File: src/rtl/vga_fb_writer.sv
// Framebuffer write engine: turns PLOT/FILL/CLEAR commands into clipped, linear-address pixel writes.
// Latency: accept at edge T -> first write in cycle T+2, N writes back-to-back, done pulse in cycle T+N+2.
// Backpressure: cmd_ready_o is high only when idle; cmd_valid_i held during a command waits for the next idle cycle.
module vga_fb_writer #(
  parameter int FB_WIDTH   = 40,
  parameter int FB_HEIGHT  = 30,
  parameter int ADDR_WIDTH = 17,
  parameter int DATA_WIDTH = 3,
  parameter int COORD_W    = 10
) (
  input  logic                  clock_i,
  input  logic                  reset_n_i,
  input  logic                  cmd_valid_i,
  output logic                  cmd_ready_o,
  input  logic [1:0]            cmd_op_i,
  input  logic [COORD_W-1:0]    cmd_x_i,
  input  logic [COORD_W-1:0]    cmd_y_i,
  input  logic [COORD_W-1:0]    cmd_w_i,
  input  logic [COORD_W-1:0]    cmd_h_i,
  input  logic [DATA_WIDTH-1:0] cmd_color_i,
  output logic                  wr_en_o,
  output logic [ADDR_WIDTH-1:0] wr_addr_o,
  output logic [DATA_WIDTH-1:0] wr_data_o,
  output logic                  busy_o,
  output logic                  done_o
);

  localparam logic [1:0] S_IDLE  = 2'd0;
  localparam logic [1:0] S_SETUP = 2'd1;
  localparam logic [1:0] S_RUN   = 2'd2;
  localparam logic [1:0] S_DONE  = 2'd3;

  localparam logic [1:0] OP_PLOT  = 2'd0;
  localparam logic [1:0] OP_FILL  = 2'd1;
  localparam logic [1:0] OP_CLEAR = 2'd2;

  // Coordinates carry one extra bit so x+w / y+h can never wrap.
  localparam int CW = COORD_W + 1;
  localparam logic [COORD_W:0]    ONE_C = CW'(1);
  localparam logic [COORD_W:0]    FBW_C = CW'(FB_WIDTH);
  localparam logic [COORD_W:0]    FBH_C = CW'(FB_HEIGHT);
  localparam logic [ADDR_WIDTH-1:0] FBW_A = ADDR_WIDTH'(FB_WIDTH);

  logic [1:0]            state_q, state_d;
  logic [1:0]            op_q, op_d;
  logic [COORD_W-1:0]    x_q, x_d, y_q, y_d, w_q, w_d, h_q, h_d;
  logic [DATA_WIDTH-1:0] color_q, color_d;
  logic [COORD_W:0]      col_q, col_d, row_q, row_d;
  logic [ADDR_WIDTH-1:0] addr_q, addr_d, row_base_q, row_base_d;
  logic [DATA_WIDTH-1:0] wr_data_q, wr_data_d;
  logic                  wr_en_q, wr_en_d;
  logic                  done_q, done_d;
  logic                  ready_q, ready_d;
  logic                  busy_q, busy_d;

  logic [COORD_W:0]      eff_x, eff_y, eff_w, eff_h;
  logic [COORD_W:0]      x_sum, y_sum, x_end, y_end;
  logic                  void_op, empty;
  logic [ADDR_WIDTH-1:0] start_addr;
  logic                  col_last, row_last;

  // Effective rectangle from the latched command, clipped to the screen.
  always_comb begin
    eff_x   = {1'b0, x_q};
    eff_y   = {1'b0, y_q};
    eff_w   = {1'b0, w_q};
    eff_h   = {1'b0, h_q};
    void_op = 1'b0;
    case (op_q)
      OP_PLOT: begin
        eff_w = ONE_C;
        eff_h = ONE_C;
      end
      OP_FILL: ;
      OP_CLEAR: begin
        eff_x = '0;
        eff_y = '0;
        eff_w = FBW_C;
        eff_h = FBH_C;
      end
      default: void_op = 1'b1;
    endcase
    x_sum      = eff_x + eff_w;
    y_sum      = eff_y + eff_h;
    x_end      = (x_sum > FBW_C) ? FBW_C : x_sum;
    y_end      = (y_sum > FBH_C) ? FBH_C : y_sum;
    empty      = void_op || (eff_x >= FBW_C) || (eff_y >= FBH_C) ||
                 (eff_w == '0) || (eff_h == '0);
    start_addr = ADDR_WIDTH'(eff_y) * FBW_A + ADDR_WIDTH'(eff_x);
    col_last   = (col_q == x_end - ONE_C);
    row_last   = (row_q == y_end - ONE_C);
  end

  // Next-state logic: command accept, setup, raster walk and completion pulse.
  always_comb begin
    state_d    = state_q;
    op_d       = op_q;
    x_d        = x_q;
    y_d        = y_q;
    w_d        = w_q;
    h_d        = h_q;
    color_d    = color_q;
    col_d      = col_q;
    row_d      = row_q;
    addr_d     = addr_q;
    row_base_d = row_base_q;
    wr_data_d  = wr_data_q;
    wr_en_d    = wr_en_q;
    ready_d    = ready_q;
    busy_d     = busy_q;
    done_d     = 1'b0;
    case (state_q)
      S_IDLE: begin
        if (cmd_valid_i && ready_q) begin
          op_d    = cmd_op_i;
          x_d     = cmd_x_i;
          y_d     = cmd_y_i;
          w_d     = cmd_w_i;
          h_d     = cmd_h_i;
          color_d = cmd_color_i;
          state_d = S_SETUP;
          ready_d = 1'b0;
          busy_d  = 1'b1;
        end
      end
      S_SETUP: begin
        if (empty) begin
          state_d = S_DONE;
          done_d  = 1'b1;
        end else begin
          state_d    = S_RUN;
          wr_en_d    = 1'b1;
          wr_data_d  = color_q;
          col_d      = eff_x;
          row_d      = eff_y;
          addr_d     = start_addr;
          row_base_d = start_addr;
        end
      end
      S_RUN: begin
        if (col_last && row_last) begin
          state_d = S_DONE;
          wr_en_d = 1'b0;
          done_d  = 1'b1;
        end else if (col_last) begin
          // Row wrap happens in the same cycle as the last write so the stream has no gaps.
          col_d      = eff_x;
          row_d      = row_q + ONE_C;
          row_base_d = row_base_q + FBW_A;
          addr_d     = row_base_q + FBW_A;
        end else begin
          col_d  = col_q + ONE_C;
          addr_d = addr_q + ADDR_WIDTH'(1);
        end
      end
      default: begin
        state_d = S_IDLE;
        ready_d = 1'b1;
        busy_d  = 1'b0;
      end
    endcase
  end

  // State and output registers; reset aborts any command and drops wr_en at once.
  always_ff @(posedge clock_i or negedge reset_n_i) begin
    if (!reset_n_i) begin
      state_q    <= S_IDLE;
      op_q       <= '0;
      x_q        <= '0;
      y_q        <= '0;
      w_q        <= '0;
      h_q        <= '0;
      color_q    <= '0;
      col_q      <= '0;
      row_q      <= '0;
      addr_q     <= '0;
      row_base_q <= '0;
      wr_data_q  <= '0;
      wr_en_q    <= 1'b0;
      done_q     <= 1'b0;
      ready_q    <= 1'b1;
      busy_q     <= 1'b0;
    end else begin
      state_q    <= state_d;
      op_q       <= op_d;
      x_q        <= x_d;
      y_q        <= y_d;
      w_q        <= w_d;
      h_q        <= h_d;
      color_q    <= color_d;
      col_q      <= col_d;
      row_q      <= row_d;
      addr_q     <= addr_d;
      row_base_q <= row_base_d;
      wr_data_q  <= wr_data_d;
      wr_en_q    <= wr_en_d;
      done_q     <= done_d;
      ready_q    <= ready_d;
      busy_q     <= busy_d;
    end
  end

  assign cmd_ready_o = ready_q;
  assign wr_en_o     = wr_en_q;
  assign wr_addr_o   = addr_q;
  assign wr_data_o   = wr_data_q;
  assign busy_o      = busy_q;
  assign done_o      = done_q;

endmodule
File: config.mk
export PLATFORM = sky130hd
export DESIGN_NAME = vga_fb_writer
export DESIGN_NICKNAME = d
export VERILOG_FILES = /design/src/rtl/vga_fb_writer.sv
export SDC_FILE = /design/constraint.sdc
export NUM_CORES = 1
export LEC_CHECK = 0
export ABC_CLOCK_PERIOD_IN_PS = 10500
export BUFFER_PORTS_ARGS = -buffer_cell sky130_fd_sc_hd__buf_2
export CAP_MARGIN = 15
export CORE_ASPECT_RATIO = 0.6
export CORE_MARGIN = 5
export CORE_UTILIZATION = 45
export CTS_BUF_LIST = sky130_fd_sc_hd__clkbuf_2
export CTS_CLUSTER_SIZE = 28
export DETAILED_ROUTE_END_ITERATION = 6
export MAX_ROUTING_LAYER = met4
export PLACE_DENSITY = 0.62
export SYNTH_ARGS = -nofsm -noshare
export SYNTH_HDL_FRONTEND = slang
export SYNTH_SLANG_ARGS = --single-unit
File: constraint.sdc
create_clock -name clock_i -period 10.5 [get_ports clock_i]
set_clock_uncertainty 0.1 [all_clocks]
set_input_delay 2.1 -clock clock_i [delete_from_list [all_inputs] [get_ports clock_i]]
set_output_delay 2.1 -clock clock_i [all_outputs]
set_load 0.05 [all_outputs]
# Yosys cells after proc, flatten, opt, wreduce, memory -nomap -nowiden
# Cells that the tools add are included.
op_classes:
  n_addsub: 9
  multipliers: 1
  order_cmp: 4
  n_eq_ne: 11
  n_mux: 36
  n_bitwise: 2
  reduce_logical: 20
ops:
  columns: ["op", "n"]
  rows:
  - ["11-bit 2-to-1 mux", 8]
  - ["17-bit 2-to-1 mux", 5]
  - ["17-bit case mux with 2 select lines", 2]
  - ["11-bit case mux with 2 select lines", 2]
  - ["10-bit case mux with 2 select lines", 2]
  - ["11-bit by 1-bit adder with 11-bit output (second input constant)", 2]
  - ["11-bit adder", 2]
  - ["11-bit == test", 2]
  - ["11-bit zero test", 2]
  - ["11-bit by 1-bit subtractor with 11-bit output (second input constant)", 2]
  - ["10-bit 2-to-1 mux", 2]
  - ["17-bit by 1-bit adder with 17-bit output (second input constant)", 1]
  - ["17-bit by 11-bit adder with 17-bit output", 1]
  - ["17-bit by 6-bit adder with 17-bit output (second input constant)", 1]
  - ["11-bit by 3-bit multiplier with 14-bit output (second input constant)", 1]
  - ["11-bit by 5-bit >= comparator with 1-bit output (second input constant)", 1]
  - ["11-bit by 6-bit >= comparator with 1-bit output (second input constant)", 1]
  - ["11-bit by 5-bit greater-than comparator with 1-bit output (second input constant)", 1]
  - ["11-bit by 6-bit greater-than comparator with 1-bit output (second input constant)", 1]
  - ["2-bit inequality test (second input constant)", 5]
  - ["1-bit 2-to-1 mux", 8]
  - ["1-bit case mux with 2 select lines", 4]
  - ["2-bit AND reduction", 4]
  - ["2-bit case mux with 3 select lines", 1]
  - ["12 further kinds", 22]
totals:
  regBits: 110
  input_bits: 48
  output_inout_bits: 24
  wordCells: 99

# Logic depth before layout (Yosys ltp)
# Gate-level depths: netlist of run 1.
logic_depth:
  ltp_word: 10
  ltp_mapped: 29
  mapped_depth_nobuf: 23

# Worst setup path before layout of run 1
# Ideal clock, no wire load.
synth_timing:
  path_kind: "reg-to-reg"
  start: "register op_q[0]"
  end: "register row_q[10]"
  setup_time_ps: 79
  arrival_ps: 5586
  required_time_ps: 10321
  path_slack_ps: 4734
  stages_incl_launch_ff: 27
  path_buffers: 4
  period_less_slack_ps: 5766
  path_cell_list: "dfrtp_1 -> clkbuf_1 -> nand2b_1 -> clkbuf_1 -> clkbuf_1 -> nand2_1 -> inv_1 -> ha_1 -> inv_1 -> fa_1 -> xor2_1 -> a311o_1 -> a211oi_1 -> nor2_1 -> nand2_1 -> ha_1 -> and2_1 -> o21ai_0 -> xnor2_1 -> xnor2_1 -> or4_1 -> nand3_1 -> nand2_1 -> clkbuf_1 -> or4_1 -> nor3_1 -> mux2i_1"
synth_via:
  elab_chain_cells: 10
  elab_cells_between_ends: 32
  cone_classes: "add/sub: 4; order compare: 4; eq/ne: 7; mux: 7; reduce/logical: 10"
synth_rtl:
  columns: ["item", "line_no", "rtl"]
  rows:
  - ["start, declared", "45", "logic [1:0] op_q, op_d;"]
  - ["start signal, assigned", "185", "op_q <= op_d;"]
  - ["2-bit == test or 2-bit zero test (tied branches)", "69", "case (op_q)"]
  - ["10-bit case mux with 2 select lines or 10-bit 2-to-1 mux (tied branches)", "69", null]
  - ["11-bit adder (on tied branches)", "83, 84", null]
  - ["11-bit by 6-bit greater-than comparator with 1-bit output or 11-bit by 5-bit greater-than comparator with 1-bit output (tied branches)", "85, 86", null]
  - ["11-bit 2-to-1 mux (on tied branches)", "85, 86", null]
  - ["11-bit by 1-bit subtractor with 11-bit output (on tied branches)", "90, 91", null]
  - ["11-bit == test (on tied branches)", "90, 91", null]
  - ["1-bit logical AND", "141", "if (col_last && row_last) begin"]
  - ["2-bit inequality test (no line)", null, null]
  - ["4-bit AND reduction (no line) *", null, null]
  - ["end signal, assigned", "192", "row_q <= row_d;"]
  - ["end, declared", "48", "logic [COORD_W:0] col_q, col_d, row_q, row_d;"]
# Every way passes the cells marked *; elsewhere a longest branch is shown, timed or not.
# A chain may end at the register's enable or synchronous reset.

# Worst setup path after layout of run 1
layout_timing:
  start: "register op_q[0]"
  end: "register addr_q[2] (netlist: wr_addr_o[2])"
layout_via:
  elab_chain_cells: 10
  elab_cells_between_ends: 36
  cone_classes: "add/sub: 5; order compare: 4; eq/ne: 6; mux: 11; reduce/logical: 10"
layout_rtl:
  columns: ["item", "line_no", "rtl"]
  rows:
  - ["2-bit == test or 2-bit zero test (tied branches)", "69", null]
  - ["10-bit case mux with 2 select lines or 10-bit 2-to-1 mux (tied branches)", "69", null]
  - ["11-bit adder (on tied branches)", "83, 84", null]
  - ["11-bit by 6-bit greater-than comparator with 1-bit output or 11-bit by 5-bit greater-than comparator with 1-bit output (tied branches)", "85, 86", null]
  - ["11-bit 2-to-1 mux (on tied branches)", "85, 86", null]
  - ["11-bit by 1-bit subtractor with 11-bit output (on tied branches)", "90, 91", null]
  - ["11-bit == test (on tied branches)", "90, 91", null]
  - ["17-bit 2-to-1 mux or 1-bit logical AND (tied branches)", "145, 141", null]
  - ["17-bit 2-to-1 mux or 2-bit inequality test (tied branches)", null, null]
  - ["17-bit case mux with 2 select lines or 3-bit AND reduction (tied branches)", null, null]
  - ["end signal, assigned", "193", "addr_q <= addr_d;"]
  - ["end, declared", "49", "logic [ADDR_WIDTH-1:0] addr_q, addr_d, row_base_q, row_base_d;"]
# Several ways; a longest one is shown, not always the timed one. The select of a mux whose other input is x is not followed.

==> results.yml, run 1 <==
routing:
  drc_errors: 0
  ant_nets: 0
  viasPerCell: 6.12
  wl_per_cell_um: 19.0
  firstDrtPassIters: 5
  wirelength_um: 23900
  dr_total_vias: 7707
  drt_iter0_drc: 704
synth:
  synthCells: 975
  synthDistinctLibCells: 88
  ys_ff_latch: 110
  synth_area_sq_um: 8470
  synth.avg_cell_area_sq_um: 8.69
  synthArstFlopShare_pct: 100
  synth_top_flop_cell: "dfrtp_1"
  synth_edf_count: 0
  synth_fp_nets: 1077
  yosysSeqAreaShare_pct: 32.5
  yosysWarnings: 0
finish:
  drive_above_1_share_pct: 16.4
  final_cells: 1259
  synthToLayoutAreaGrowth_pct: 7.58
  nets: 1115
critical_path:
  r2r-start: "op_q[0]$_DFFE_PN0P_"
  r2r_setup_slack_ns: 3.04
  crit_fanout: 41
  crit_path_end_kind: "flop"
  r2r_cells: 22
  crit_family: "compound AO/OA/AOI/OAI gates"
  crit_type: "flop to flop"
  path_buf_inv: 2
  crit_cells: 22
  crit_arrival_ns: 7.93
  cp-start-kind: "flop"
  crit_required_ns: 10.97
  cpPeakStageDelay_ns: 0.99
  path_cells: "nand2b_1 -> nand2_1 -> inv_1 -> ha_1 -> inv_1 -> fa_1 -> xor2_1 -> a311o_1 -> a211oi_1 -> nor2_1 -> nand2_1 -> ha_1 -> and2_1 -> o21ai_0 -> xnor2_1 -> xnor2_1 -> or4_1 -> nand3_1 -> and2_1 -> a31oi_4 -> a21boi_0 -> a311o_1"
  worstReg2RegEnd: "wr_addr_o[2]$_DFFE_PN0P_"
  cp_slowest_cell: "a31oi_4"
floorplanning:
  rows: 38
  pin_count: 72
  start_util_pct: 46.4
  die-area_sq_um: 21800
  die_w_um: 187
  die_y_um: 116
  coreArea_sq_um: 18300
hold_path:
  whs_path_depth: 2
  min-delay-start: "color_q[0]$_DFFE_PN0P_"
  hold_class: "flop to flop"
  hold_path_end: "wr_data_o[0]$_DFFE_PN0P_"
sta:
  relSlewSlack_pct: 23.7
  period_share_pct: 71.0
  hold_viol: 0
  finalSetupTns_ns: 0
  fin_crit_ns: 7.46
  max_freq_ghz: 0.134
  slew_violations: 0
  setup_violations: 0
  worst_pin_slew_ns: 1.14
  rsz0062_at_grt: "false"
cts:
  numCtsBuffers: 9
  hold_buffers: 0
  post_cts_resized: 0
  clkTransAtPathRegs_ns: 0.31
  cts_sinks: 110
  cts.path.max_buffers: 2
  clkLatencyLatePin_ns: 0.65
  clockRootBuffer: "clkbuf_2"
  cts_tree: "done"
  postCtsSetupRepairBufs: 0
  htree_levels: 3
placed_design:
  numPortBuffers: 71
  dp_hpwl_um: 18000
  gp_congestion: 0.918
  place_inst: 1242
flow_run:
  drv_cap: 0
status:
  status: "finished, final reports clean"
global_route:
  grt_pass1_wl_um: 39100
  antenna_found_initial: 1
  grt_pass1_vias: 7233
  grt_use_total_pct: 22.9
  grt_max_degree: 59
  grt-ovfl-total: 0
==> area by class of cell <==
class / count / area (sq um)
clock inverters: 7 / 48.8
fillers: 1811 / 9150
inverters: 29 / 109
clock buffers: 9 / 45.0
flip-flops and latches: 110 / 2750
well taps: 240 / 300
diodes: 1 / 2.50
multi-input cells: 781 / 5410
repair buffers: 82 / 440
==> state kept, by name (all words and copies together), names as in the netlist <==
register	count
x_q	10
busy_o	1
y_q	10
state_q	2
color_q	3
cmd_ready_o	1
w_q	10
col_q	11
wr_data_o	3
row_q	11
row_base_q	17
wr_en_o	1
done_o	1
op_q	2
h_q	10
wr_addr_o	17
==> cells by family after synthesis <==
| group | count (synthesis) | synth area share, % |
|---|---|---|
| compound gates | 242 | 19.1 |
| mux | 59 | 7.82 |
| buf+inv | 84 | 3.89 |
| xor+xnor | 49 | 5.23 |
| fa+ha+maj | 55 | 8.27 |
| simple gates | 376 | 23.2 |
| flops | 110 | 32.5 |
==> metrics by stage <==
| stage | worst slack [ns] | cell area [sq um] | utilization, % | hold slack [ns] |
|---|---|---|---|---|
| floorplan | 4.73 | 8470 | - | 0.333 |
| global placement | 3.45 | 9010 | 49.4 | 0.347 |
| detailed placement | 3.20 | 9010 | 49.4 | 0.360 |
| CTS | 3.16 | 9110 | 49.9 | 0.409 |
| global route | 2.41 | 9110 | 49.9 | 0.433 |
| finish | 3.04 | 9110 | 49.9 | 0.402 |
==> tightest hold or removal path, cell delays in order (launching register included) <==
cell and delay (ns):
dfrtp_1 0.40, nand2_1 0.05, nand2_1 0.05
==> layout by cell type (no fill, tap or decap), types with 7 or more instances in the layout <==
cell type,count
a211oi_1,10
a21o_1,10
a21oi_1,61
a31oi_1,14
and2_1,32
and3_1,23
buf_2,70
buf_4,12
clkbuf_2,9
dfrtp_1,109
ha_1,52
inv_1,28
mux2_2,47
mux2i_1,8
nand2_1,95
nand2b_1,7
nand3_1,59
nand4_1,17
nor2_1,52
nor2b_1,8
nor3_1,22
nor4_1,10
o211ai_1,12
o21ai_0,45
o21ai_1,9
or3_1,7
xnor2_1,28
xor2_1,20
==> worst max-delay path by stage <==
stage | from | to | slack, ns
after floorplan | op_q[0]$_DFFE_PN0P_ | row_q[10]$_DFFE_PN0P_ | 4.73
after global placement | op_q[0]$_DFFE_PN0P_ | wr_addr_o[2]$_DFFE_PN0P_ | 3.45
after detailed placement | op_q[0]$_DFFE_PN0P_ | wr_addr_o[2]$_DFFE_PN0P_ | 3.20
after CTS | op_q[0]$_DFFE_PN0P_ | wr_addr_o[2]$_DFFE_PN0P_ | 3.16
after global routing | op_q[0]$_DFFE_PN0P_ | wr_addr_o[2]$_DFFE_PN0P_ | 2.41
final | op_q[0]$_DFFE_PN0P_ | wr_addr_o[2]$_DFFE_PN0P_ | 3.04
==> metal layers <==
layer	global-route usage, %	vias up	wire (um)
met3	4.69	21	1610
met2	32.9	268	9890
li1	-	3687	-
met5	-	-	0
met4	3.35	0	172
met1	34.1	3731	12300
==> cells in the mapped netlist (28+ instances only) <==
master      n  area share, %
a21oi_1    61            3.6
inv_1      28            1.2
and2_1     32            2.4
mux2_2     47            6.2
o21ai_0    45            2.7
dfrtp_1   109             32
ha_1       52            7.7
nand2_1    95            4.2
clkbuf_1   44            2.0
xnor2_1    28            2.9
nor2_1     52            2.3
nand3_1    60            3.5
Power of run 1 is left out: the tool's default activity adds up to more than one toggle a clock period on the data nets, which glitch-free logic cannot reach.
==> inputs of run 2 (changes only) <==
--- a/config.mk
+++ b/config.mk
@@ -5,7 +5,7 @@
 export SDC_FILE = /design/constraint.sdc
 export NUM_CORES = 1
 export LEC_CHECK = 0
-export ABC_CLOCK_PERIOD_IN_PS = 10500
+export ABC_CLOCK_PERIOD_IN_PS = 6800
 export BUFFER_PORTS_ARGS = -buffer_cell sky130_fd_sc_hd__buf_2
 export CAP_MARGIN = 15
 export CORE_ASPECT_RATIO = 0.6
@@ -15,7 +15,7 @@
 export CTS_CLUSTER_SIZE = 28
 export DETAILED_ROUTE_END_ITERATION = 6
 export MAX_ROUTING_LAYER = met4
-export PLACE_DENSITY = 0.62
+export PLACE_DENSITY = 0.64
 export SYNTH_ARGS = -nofsm -noshare
 export SYNTH_HDL_FRONTEND = slang
 export SYNTH_SLANG_ARGS = --single-unit
==> constraint.sdc (replaced) <==
create_clock -name clock_i -period 6.8 [get_ports clock_i]
set_clock_uncertainty 0.1 [all_clocks]
set_input_delay 1.36 -clock clock_i [delete_from_list [all_inputs] [get_ports clock_i]]
set_output_delay 1.36 -clock clock_i [all_outputs]
set_load 0.05 [all_outputs]
==> run 2 against run 1 <==
Net effect: final cell count is 0.24% higher; first-iteration DRC count fell by 1.8%; utilization grew 0.58 points; sequential share of layout area down 0.34 points; setup slack got worse by 2.4 ns; largest cell class unchanged.
==> results.yml, run 2 (synthesized netlist as in run 1, its figures left out) <==
routing:
  dr_total_vias: 7689
  wirelength_um: 23400
  firstDrtPassIters: 5
  drc_errors: 0
  drt_iter0_drc: 691
  viasPerCell: 6.09
  wl_per_cell_um: 18.5
  ant_nets: 0
sta:
  hold_viol: 0
  relSlewSlack_pct: 45.9
  setup_violations: 0
  period_share_pct: 90.7
  finalSetupTns_ns: 0
  max_freq_ghz: 0.162
  slew_violations: 0
  fin_crit_ns: 6.17
  worst_pin_slew_ns: 0.812
  hold-worst-slack_ns: 0.366
  rsz0062_at_grt: "false"
placed_design:
  dp_hpwl_um: 17700
  gp_congestion: 0.951
  post_dp_cell_area_sq_um: 9040
  numPortBuffers: 71
global_route:
  antenna_found_initial: 0
  grt_pass1_wl_um: 38800
  grt_pass1_vias: 7220
  use_met1_pct: 34.2
  busiest_layer: "met1"
  met2_usage_pct: 31.0
  grt-ovfl-total: 0
  met3_usage_pct: 4.39
  grt_max_degree: 62
  grt_use_total_pct: 22.4
critical_path:
  r2r_cells: 22
  r2r-start: "op_q[1]$_DFFE_PN0P_"
  crit_type: "flop to flop"
  worstReg2RegEnd: "col_q[0]$_DFFE_PN0P_"
  crit_arrival_ns: 6.66
  crit_fanout: 29
  crit_required_ns: 7.29
  crit_path_end_kind: "flop"
  r2r_setup_slack_ns: 0.63
  cp-start-kind: "flop"
cts:
  clockRootBuffer: "clkbuf_2"
  postCtsSetupRepairBufs: 0
  hold_buffers: 0
  post_cts_resized: 0
  cts_sinks: 110
  clkLatencyLatePin_ns: 0.65
  cts_tree: "done"
  htree_levels: 3
  cts.path.max_buffers: 2
  numCtsBuffers: 9
  clkTransAtPathRegs_ns: 0.32
floorplanning:
  die_y_um: 116
  coreArea_sq_um: 18300
  start_util_pct: 46.4
  die_w_um: 187
  pin_count: 72
  rows: 38
  die-area_sq_um: 21800
flow_run:
  drv_cap: 0
finish:
  layout_common_cells: "dfrtp_1, nand2_1, buf_2"
  synthToLayoutAreaGrowth_pct: 8.82
  drive_above_1_share_pct: 16.9
  mostFrequentLayoutCell: "dfrtp_1"
  stdcell_area_sq_um: 9220
  final_core_util_pct: 50.5
  nets: 1119
  diodes: 0
hold_path:
  min-delay-start: "color_q[1]$_DFFE_PN0P_"
  hold_class: "flop to flop"
  whs_path_depth: 2
  hold_path_end: "wr_data_o[1]$_DFFE_PN0P_"
status:
  status: "finished, final reports clean"
-- run 2: cell count changes in the layout (fill, tap and decap cells not counted) --
cell,delta
buf_4,+4
bufinv_16,+3
clkinv_1,-2
clkinv_2,-1
clkinv_4,-2
diode_2,-1
inv_6,+2
-- run 2: metal layers --
metal,vias to the layer above,wire length (um)
li1,3696,-
met1,3676,11900
met2,295,9460
met3,22,1790
met4,0,219
met5,-,0
-- run 2: how the worst max path moves through the flow --
stage	start	endpoint	slack [ns]
after floorplan	op_q[0]$_DFFE_PN0P_	row_q[10]$_DFFE_PN0P_	1.03
after global placement	op_q[0]$_DFFE_PN0P_	col_q[0]$_DFFE_PN0P_	0.89
after detailed placement	op_q[1]$_DFFE_PN0P_	col_q[0]$_DFFE_PN0P_	0.77
after CTS	op_q[1]$_DFFE_PN0P_	col_q[0]$_DFFE_PN0P_	0.71
after global routing	op_q[1]$_DFFE_PN0P_	col_q[0]$_DFFE_PN0P_	0.18
final	op_q[1]$_DFFE_PN0P_	col_q[0]$_DFFE_PN0P_	0.63
-- run 2: critical path, stage by stage (launching register included) --
cell and delay [ns]:
dfrtp_1 0.53, nand2b_1 0.11, buf_4 0.23, and2_1 0.25, ha_1 0.50, nand2_1 0.13
o221ai_1 0.36, mux2_2 0.38, a211o_1 0.31, or4_4 0.54, nor2_1 0.11, ha_1 0.19
nand2b_1 0.08, nor3_1 0.32, nand4b_1 0.17, nand3_1 0.08, o211ai_1 0.10, a21oi_2 0.14
buf_4 0.21, a31oi_4 0.56, buf_4 0.36, o21ai_0 0.12, a22o_1 0.19
-- run 2: through the flow --
stage          setup slack (ns)  instances
2_1_floorplan              1.03        975
3_3_place_gp              0.894       1246
3_5_place_dp              0.770       1246
4_1_cts                   0.714       1262
5_1_grt                   0.176       1262
6_report                  0.629       1262
-- run 2: final cells by class --
class,count,area (sq um)
Sequential cell,110,2750
Tap cell,240,300
Fill cell,1786,9040
Clock buffer,9,45.0
Multi-Input combinational cell,781,5410
Clock inverter,7,126
Timing Repair Buffer,86,470
Inverter,29,109
Power of run 2 is left out for the same reason.
